### src/rtl/hilo_md_ctrl.sv
// hilo_md_ctrl: sequencing controller for the HI/LO multiply/divide unit.
//
// Accepts MULT/MULTU/DIV/DIVU/MTHI/MTLO (SPECIAL) and MADD/MADDU/MSUB/MSUBU
// (SPECIAL2) from EX while idle. It launches the fixed-latency multiplier or
// the iterative divider, routes MADD-family products through the external
// accumulate adder (MCalc), and owns the architectural HI/LO registers.
//
// Ports:
//   i_clk, i_rst                   clock, synchronous active-high reset
//   i_start, i_sp2, i_func         md op request and its opcode/function
//   i_rs, i_rt                     operands
//   i_read                         MFHI/MFLO in EX
//   o_stall, o_busy                pipeline hold / controller not idle
//   o_mul_*, i_mul_hi/lo           multiplier launch, operands, product
//   o_div_*, i_div_*               divider launch, operands, result
//   o_mc_*, i_mc_hi/lo             MCalc function, operands, result
//   o_hi, o_lo                     architectural HI/LO
module hilo_md_ctrl #(
  parameter int unsigned MUL_LAT = 3
) (
  input  logic        i_clk,
  input  logic        i_rst,
  input  logic        i_start,
  input  logic        i_sp2,
  input  logic [5:0]  i_func,
  input  logic [31:0] i_rs,
  input  logic [31:0] i_rt,
  input  logic        i_read,
  output logic        o_stall,
  output logic        o_busy,
  output logic        o_mul_start,
  output logic        o_mul_signed,
  output logic [31:0] o_mul_a,
  output logic [31:0] o_mul_b,
  input  logic [31:0] i_mul_hi,
  input  logic [31:0] i_mul_lo,
  output logic        o_div_start,
  output logic        o_div_signed,
  output logic [31:0] o_div_a,
  output logic [31:0] o_div_b,
  input  logic        i_div_done,
  input  logic [31:0] i_div_quot,
  input  logic [31:0] i_div_rem,
  output logic [5:0]  o_mc_func,
  output logic [31:0] o_mc_mult_hi,
  output logic [31:0] o_mc_mult_lo,
  output logic [31:0] o_mc_reg_hi,
  output logic [31:0] o_mc_reg_lo,
  input  logic [31:0] i_mc_hi,
  input  logic [31:0] i_mc_lo,
  output logic [31:0] o_hi,
  output logic [31:0] o_lo
);

  typedef enum logic [1:0] {IDLE, MUL_WAIT, ACC, DIV_WAIT} state_e;

  state_e      state_q;
  logic [3:0]  cnt_q;
  logic        acc_q;        // current multiply feeds MCalc (MADD family)
  logic [5:0]  func_q;
  logic [31:0] hi_q, lo_q;
  logic        mul_start_q, mul_signed_q;
  logic [31:0] mul_a_q, mul_b_q;
  logic        div_start_q, div_signed_q;
  logic [31:0] div_a_q, div_b_q;
  logic [31:0] mc_mult_hi_q, mc_mult_lo_q;

  // Opcode decode; only meaningful together with i_start in IDLE.
  logic dec_mul, dec_madd, dec_div, dec_mthi, dec_mtlo, dec_signed;

  always_comb begin
    dec_mul    = 1'b0;
    dec_madd   = 1'b0;
    dec_div    = 1'b0;
    dec_mthi   = 1'b0;
    dec_mtlo   = 1'b0;
    dec_signed = 1'b0;
    if (!i_sp2) begin
      case (i_func)
        6'h18: begin dec_mul = 1'b1; dec_signed = 1'b1; end
        6'h19: dec_mul = 1'b1;
        6'h1A: begin dec_div = 1'b1; dec_signed = 1'b1; end
        6'h1B: dec_div = 1'b1;
        6'h11: dec_mthi = 1'b1;
        6'h13: dec_mtlo = 1'b1;
        default: ;
      endcase
    end else begin
      case (i_func)
        6'h00: begin dec_madd = 1'b1; dec_signed = 1'b1; end
        6'h01: dec_madd = 1'b1;
        6'h04: begin dec_madd = 1'b1; dec_signed = 1'b1; end
        6'h05: dec_madd = 1'b1;
        default: ;
      endcase
    end
  end

  always_ff @(posedge i_clk) begin
    if (i_rst) begin
      state_q      <= IDLE;
      cnt_q        <= '0;
      acc_q        <= 1'b0;
      func_q       <= '0;
      hi_q         <= '0;
      lo_q         <= '0;
      mul_start_q  <= 1'b0;
      mul_signed_q <= 1'b0;
      mul_a_q      <= '0;
      mul_b_q      <= '0;
      div_start_q  <= 1'b0;
      div_signed_q <= 1'b0;
      div_a_q      <= '0;
      div_b_q      <= '0;
      mc_mult_hi_q <= '0;
      mc_mult_lo_q <= '0;
    end else begin
      // Launch strobes are single-cycle unless re-armed below.
      mul_start_q <= 1'b0;
      div_start_q <= 1'b0;
      case (state_q)
        IDLE: begin
          if (i_start) begin
            if (dec_mthi) hi_q <= i_rs;
            if (dec_mtlo) lo_q <= i_rs;
            if (dec_mul || dec_madd) begin
              mul_a_q      <= i_rs;
              mul_b_q      <= i_rt;
              mul_signed_q <= dec_signed;
              func_q       <= i_func;
              acc_q        <= dec_madd;
              cnt_q        <= 4'(MUL_LAT);
              mul_start_q  <= 1'b1;
              state_q      <= MUL_WAIT;
            end
            // Divide by zero is architecturally undefined: leave HI/LO alone
            // and never start the divider.
            if (dec_div && (i_rt != 32'd0)) begin
              div_a_q      <= i_rs;
              div_b_q      <= i_rt;
              div_signed_q <= dec_signed;
              div_start_q  <= 1'b1;
              state_q      <= DIV_WAIT;
            end
          end
        end
        MUL_WAIT: begin
          cnt_q <= cnt_q - 4'd1;
          // Counter holds MUL_LAT in the launch cycle, so it reads 1 in the
          // cycle the multiplier output is valid.
          if (cnt_q == 4'd1) begin
            if (acc_q) begin
              mc_mult_hi_q <= i_mul_hi;
              mc_mult_lo_q <= i_mul_lo;
              state_q      <= ACC;
            end else begin
              hi_q    <= i_mul_hi;
              lo_q    <= i_mul_lo;
              state_q <= IDLE;
            end
          end
        end
        ACC: begin
          hi_q    <= i_mc_hi;
          lo_q    <= i_mc_lo;
          state_q <= IDLE;
        end
        DIV_WAIT: begin
          if (i_div_done) begin
            hi_q    <= i_div_rem;
            lo_q    <= i_div_quot;
            state_q <= IDLE;
          end
        end
        default: state_q <= IDLE;
      endcase
    end
  end

  assign o_busy       = (state_q != IDLE);
  // No bypass: anything touching HI/LO waits until the op has retired.
  assign o_stall      = o_busy & (i_start | i_read);

  assign o_mul_start  = mul_start_q;
  assign o_mul_signed = mul_signed_q;
  assign o_mul_a      = mul_a_q;
  assign o_mul_b      = mul_b_q;

  assign o_div_start  = div_start_q;
  assign o_div_signed = div_signed_q;
  assign o_div_a      = div_a_q;
  assign o_div_b      = div_b_q;

  assign o_mc_func    = func_q;
  assign o_mc_mult_hi = mc_mult_hi_q;
  assign o_mc_mult_lo = mc_mult_lo_q;
  assign o_mc_reg_hi  = hi_q;
  assign o_mc_reg_lo  = lo_q;

  assign o_hi         = hi_q;
  assign o_lo         = lo_q;

endmodule

### config.mk
export PLATFORM = sky130hd
export DESIGN_NAME = hilo_md_ctrl
export DESIGN_NICKNAME = d
export VERILOG_FILES = /design/src/rtl/hilo_md_ctrl.sv
export SDC_FILE = /design/constraint.sdc
export NUM_CORES = 1
export LEC_CHECK = 0
export CAP_MARGIN = 30
export CORE_AREA = 2 2 235 237
export CTS_CLUSTER_DIAMETER = 200
export CTS_CLUSTER_SIZE = 8
export DETAILED_ROUTE_END_ITERATION = 12
export DIE_AREA = 0 0 237 239
export HOLD_SLACK_MARGIN = 0.05
export PLACE_DENSITY = 0.57
export RECOVER_POWER = 25
export SLEW_MARGIN = 20
export SYNTH_ARGS = -nofsm -noshare
export SYNTH_HDL_FRONTEND = slang
export SYNTH_SLANG_ARGS = --single-unit
### constraint.sdc
create_clock -name i_clk -period 3 [get_ports i_clk]
set_input_delay 0.9 -clock i_clk [delete_from_list [all_inputs] [get_ports i_clk]]
set_output_delay 0.9 -clock i_clk [all_outputs]
set_load 0.005 [all_outputs]
* Word level (Yosys, flattened, before mapping) *
Cells that the tools add are included.

word-level totals
  flip-flop bits (word level) = 273

operators by class
  add/sub/neg operators = 1
  bitwise logic cells = 4
  equality and inequality tests = 21
  reductions and logical operators = 20
  mux-type cells = 37

operators with widths
  kind                                                                count
  32-bit two-way mux                                                  10
  32-bit case mux with 4 select lines                                 2
  6-bit by 5-bit == test with 1-bit output, second input constant     6
  32-bit nonzero test                                                 1
  1-bit two-way mux                                                   15
  2-bit inequality test, second input constant                        7
  6-bit by 3-bit == test with 1-bit output, second input constant     2
  2-bit two-way mux                                                   6
  3-bit AND reduction                                                 4
  5-bit AND reduction                                                 2
  4-bit two-way mux                                                   2
  2-bit case mux with 4 select lines                                  1
  4-bit case mux with 2 select lines                                  1
  2-bit OR reduction                                                  4
  6-bit by 1-bit == test with 1-bit output, second input constant     1
  6-bit logical NOT                                                   1
  2-bit == test, second input constant                                2
  4-bit by 1-bit == test with 1-bit output, second input constant     1
  4-bit AND reduction                                                 1
  2-bit nonzero test                                                  2
  4-bit OR reduction                                                  1
  4-bit by 1-bit subtractor with 4-bit output, second input constant  1
  3-bit inequality test, second input constant                        1
  3-bit OR reduction                                                  1
  7 further kinds                                                     8

* Depth between registers and ports, before layout *
  depth after elaboration = 9
  gate-level depth with buffers = 8

* Least setup slack after synthesis *
Ideal clock, no wire load.

  path type = input to register
  start point = input i_rt[24]
  end point = register div_a_q[0] (netlist: o_div_a[0])
  stages on the path = 6
  library setup time = 0.072 ns
  path buffers = 2
  data required time = 2.928 ns
  setup slack = 0.730 ns
  arrival time = 2.198 ns
  cell sequence = nor4_1 nand4_1 o2111ai_1 buf_2 buf_2 mux2i_1

between the ends
  cells in the longest elaborated chain, start to end = 3

RTL lines
  element                        line  RTL
  start: declaration             27    input logic [31:0] i_rt,
  32-bit nonzero test            138   if (dec_div && (i_rt != 32'd0)) begin
  1-bit logical AND              138
  3-bit AND reduction (no line)  n/a
  end signal: assignment         139   div_a_q <= i_rs;
  end: declaration               65    logic [31:0] div_a_q, div_b_q;

No other way between the ends.
A chain may end at the register's enable or synchronous reset.

* Worst setup path after layout *
  start point = input i_start
  end point = output o_stall

between the ends
  cells in the longest elaborated chain, start to end = 2

RTL lines
  element             line  RTL
  start: declaration  23    input logic i_start,
  1-bit OR            182   assign o_stall = o_busy & (i_start | i_read);
  1-bit AND           182
  end: declaration    29    output logic o_stall,

No other way between the ends.

==> results.json <==
{
  "yosys_warnings": 0,
  "hpwl_mm": 40.5,
  "grt_usage": 0.185,
  "root_buffer": "clkbuf_16",
  "hold_buffers": 0,
  "vias": 11700,
  "hold_path_class": "reg2reg",
  "synth_common_cells": "273 x dfxtp_1, 133 x a21oi_1, 131 x nor3_1",
  "first_pass_iters": 5,
  "p_seq_frac": 0.412,
  "fp-row-count": 86,
  "cts_max_path_buffers": 3,
  "p_leak_nw": 7.39,
  "path_delay_family": "buffers and inverters",
  "fin_area_sq_um": 20000,
  "die_y_microns": 239,
  "status": "completed",
  "grt_max_degree": 91,
  "coreArea_sq_um": 54300,
  "vdd_drop_max_mv": 0.291,
  "drv_cap": 0,
  "rsz0062_at_grt": "no",
  "p_sw_mw": 2.22,
  "synth_seq_cells": 273,
  "cts_made_buffers": 40,
  "setup_violations": 0,
  "drtIter0Drc": 583,
  "synth.avg_cell_area_sq_um": 9.93,
  "synth_ff_type": "dfxtp_1",
  "grt_pass1_wl_mm": 78.2,
  "cp.buffers_inverters": 2,
  "drive_above_1_share": 0.107,
  "placed_area_sq_um": 19000,
  "synth.distinct_cells": 47,
  "io_pins": 600,
  "fp.dieW_microns": 237,
  "hold_violations": 0,
  "drt_wl_total_mm": 54.3,
  "slew_violations": 0,
  "syn_area_sq_um": 12300,
  "synth_nets": 1508,
  "port_buffers": 599,
  "num-fill-cells": 5354,
  "synth_cells": 1238,
  "cp-start-kind": "input port",
  "overflow": 0,
  "ys_async_sr_fraction": 0,
  "gp_congestion": 0.879,
  "cts_resized": 0,
  "placed_cells": 2435,
  "swShare": 0.245,
  "max_clock_freq_mhz": 340,
  "layout_worst_path_cycle_share": 0.980,
  "power_density_nw_per_um2": 453,
  "synthDominantCellAreaShare": 0.445,
  "grt_pass1_vias": 11900,
  "h-tree-depth": 2,
  "cp.required_ns": 2.10,
  "pre_cts_slack_ns": -0.142,
  "path_clk_slew_ns": 0.05,
  "slew_headroom": 0.347,
  "finalCriticalPeriod_ns": 2.94,
  "internal-power_mw": 6.85,
  "cp_slowest_stage_delay_ns": 0.51,
  "endpoint_kind": "output port",
  "wl_per_cell_microns": 21.9,
  "layout.nets": 2043,
  "synth_edf_count": 0,
  "synth.most_common_cell": "dfxtp_1",
  "die-area_sq_um": 56600,
  "route.detailed.drc": 0,
  "fin_cells": 2483,
  "start_util": 0.226,
  "timing.final.ws_setup_ns": 0.0609,
  "crit_slowest_cell": "clkdlybuf4s50_1",
  "cts_tree": "done",
  "crit_chain": "clkdlybuf4s50_1 > nor2_1 > nor2_1 > clkdlybuf4s50_1",
  "seq_area_frac_synth": 0.445,
  "cts_setup_buffers": 0,
  "final.setup_skew_ns": 0.0229,
  "area_growth_pct": 63.1,
  "clk_latency_ns": 0.54,
  "clkSinkCount": 273,
  "synth_top_area_cell": "dfxtp_1",
  "vias_per_cell": 4.70,
  "antenna_found_initial": 2,
  "synth.area.top_cells": "dfxtp_1 44%, mux4_2 12%, nand2b_1 6.6%",
  "path_max_fanout": 2,
  "critPathKind": "in2out",
  "tightest_slew_ns": 0.980,
  "finalSetupTns_ns": 0,
  "p_clk_frac": 0.454,
  "power_frac_comb": 0.135,
  "postRouteAntennaNets": 0,
  "worst-endpoint-arrival_ns": 2.04
}
-- per-stage QoR --
step	power (mW)	util	hold WS, ns
6_report	9.07	0.369	0.451
5_1_grt	9.44	0.369	0.463
4_1_cts	9.22	0.369	0.454
3_5_place_dp	5.04	0.349	0.447
3_3_place_gp	5.03	0.349	0.443
2_1_floorplan	4.26	-	0.451
-- power by group through the flow --
| stage | clock network [mW] | registers, mW | logic, mW |
|---|---|---|---|
| after global placement | 0 | 3.80 | 1.23 |
| final | 4.12 | 3.73 | 1.22 |
| after floorplan | 0 | 3.79 | 0.472 |
| after CTS | 4.25 | 3.73 | 1.24 |
| after global routing | 4.41 | 3.73 | 1.30 |
| after detailed placement | 0 | 3.81 | 1.23 |
-- sequential cells by signal (all words and copies together) (netlist names), 2 cells and up --
name          flops
o_lo             32
state_q           2
o_mc_mult_lo     32
o_hi             32
o_mc_mult_hi     32
o_div_a          32
cnt_q             4
o_div_b          32
o_mul_a          32
o_mul_b          32
o_mc_func         6
-- cells in the final DEF, fill, tap and decap left out, drive strengths merged, types with 3 or more instances in the layout --
cell type        n
a21oi          133
a211oi           5
dfxtp          273
a22o            68
nand2          130
mux4            64
nor4             9
nor2b            5
nand3            4
inv              4
a21o             3
nand2b         130
buf             62
nor3           132
mux2i           64
nor2             7
clkdlybuf4s50  516
and2             4
nor3b            3
dlygate4sd3     82
clkbuf          48
o21ai            3
-- cell type report --
cell class                 instances  area, sq um  area share
antenna                            1         2.50    0.000125
sequential                       273         5470       0.273
clock inverter                     2         25.0     0.00125
clock buffer                      45         1060      0.0530
multi-input combinational        791         5910       0.295
timing repair buffer             663         6670       0.333
tap                              704          881      0.0440
inverter                           4         15.0    0.000749
-- final timing paths --
check	startpoint	endpoint	slack, ns	cells past startpoint
worst max register to register	cnt_q[0]$_SDFFE_PP0P_	o_mc_mult_lo[15]$_SDFFE_PP0P_	0.62	6
worst min register to register	o_mc_mult_hi[4]$_SDFFE_PP0P_	o_mc_mult_hi[4]$_SDFFE_PP0P_	0.45	2
worst min-delay path	o_mc_mult_hi[4]$_SDFFE_PP0P_	o_mc_mult_hi[4]$_SDFFE_PP0P_	0.45	2
worst max-delay path	i_start	o_stall	0.06	4
-- worst min-delay path: stages, from the launching register on --
cell,delay [ns]
dfxtp_1,0.30
nand2_1,0.05
a21oi_1,0.05
-- kinds of logic after synthesis --
group / Yosys count / share of synthesized area
compound gates: 225 / 0.119
fa+ha+maj: 2 / 0.00204
buf+inv: 174 / 0.0811
flops: 273 / 0.445
mux: 129 / 0.170
simple gates: 435 / 0.183
-- routing by layer --
layer,share of wire,GRT usage
met1,0.41,0.227
met2,0.49,0.315
met3,0.068,0.0455
met4,0.032,0.0660
met5,0,0
Power figures use the tool's default switching activity.
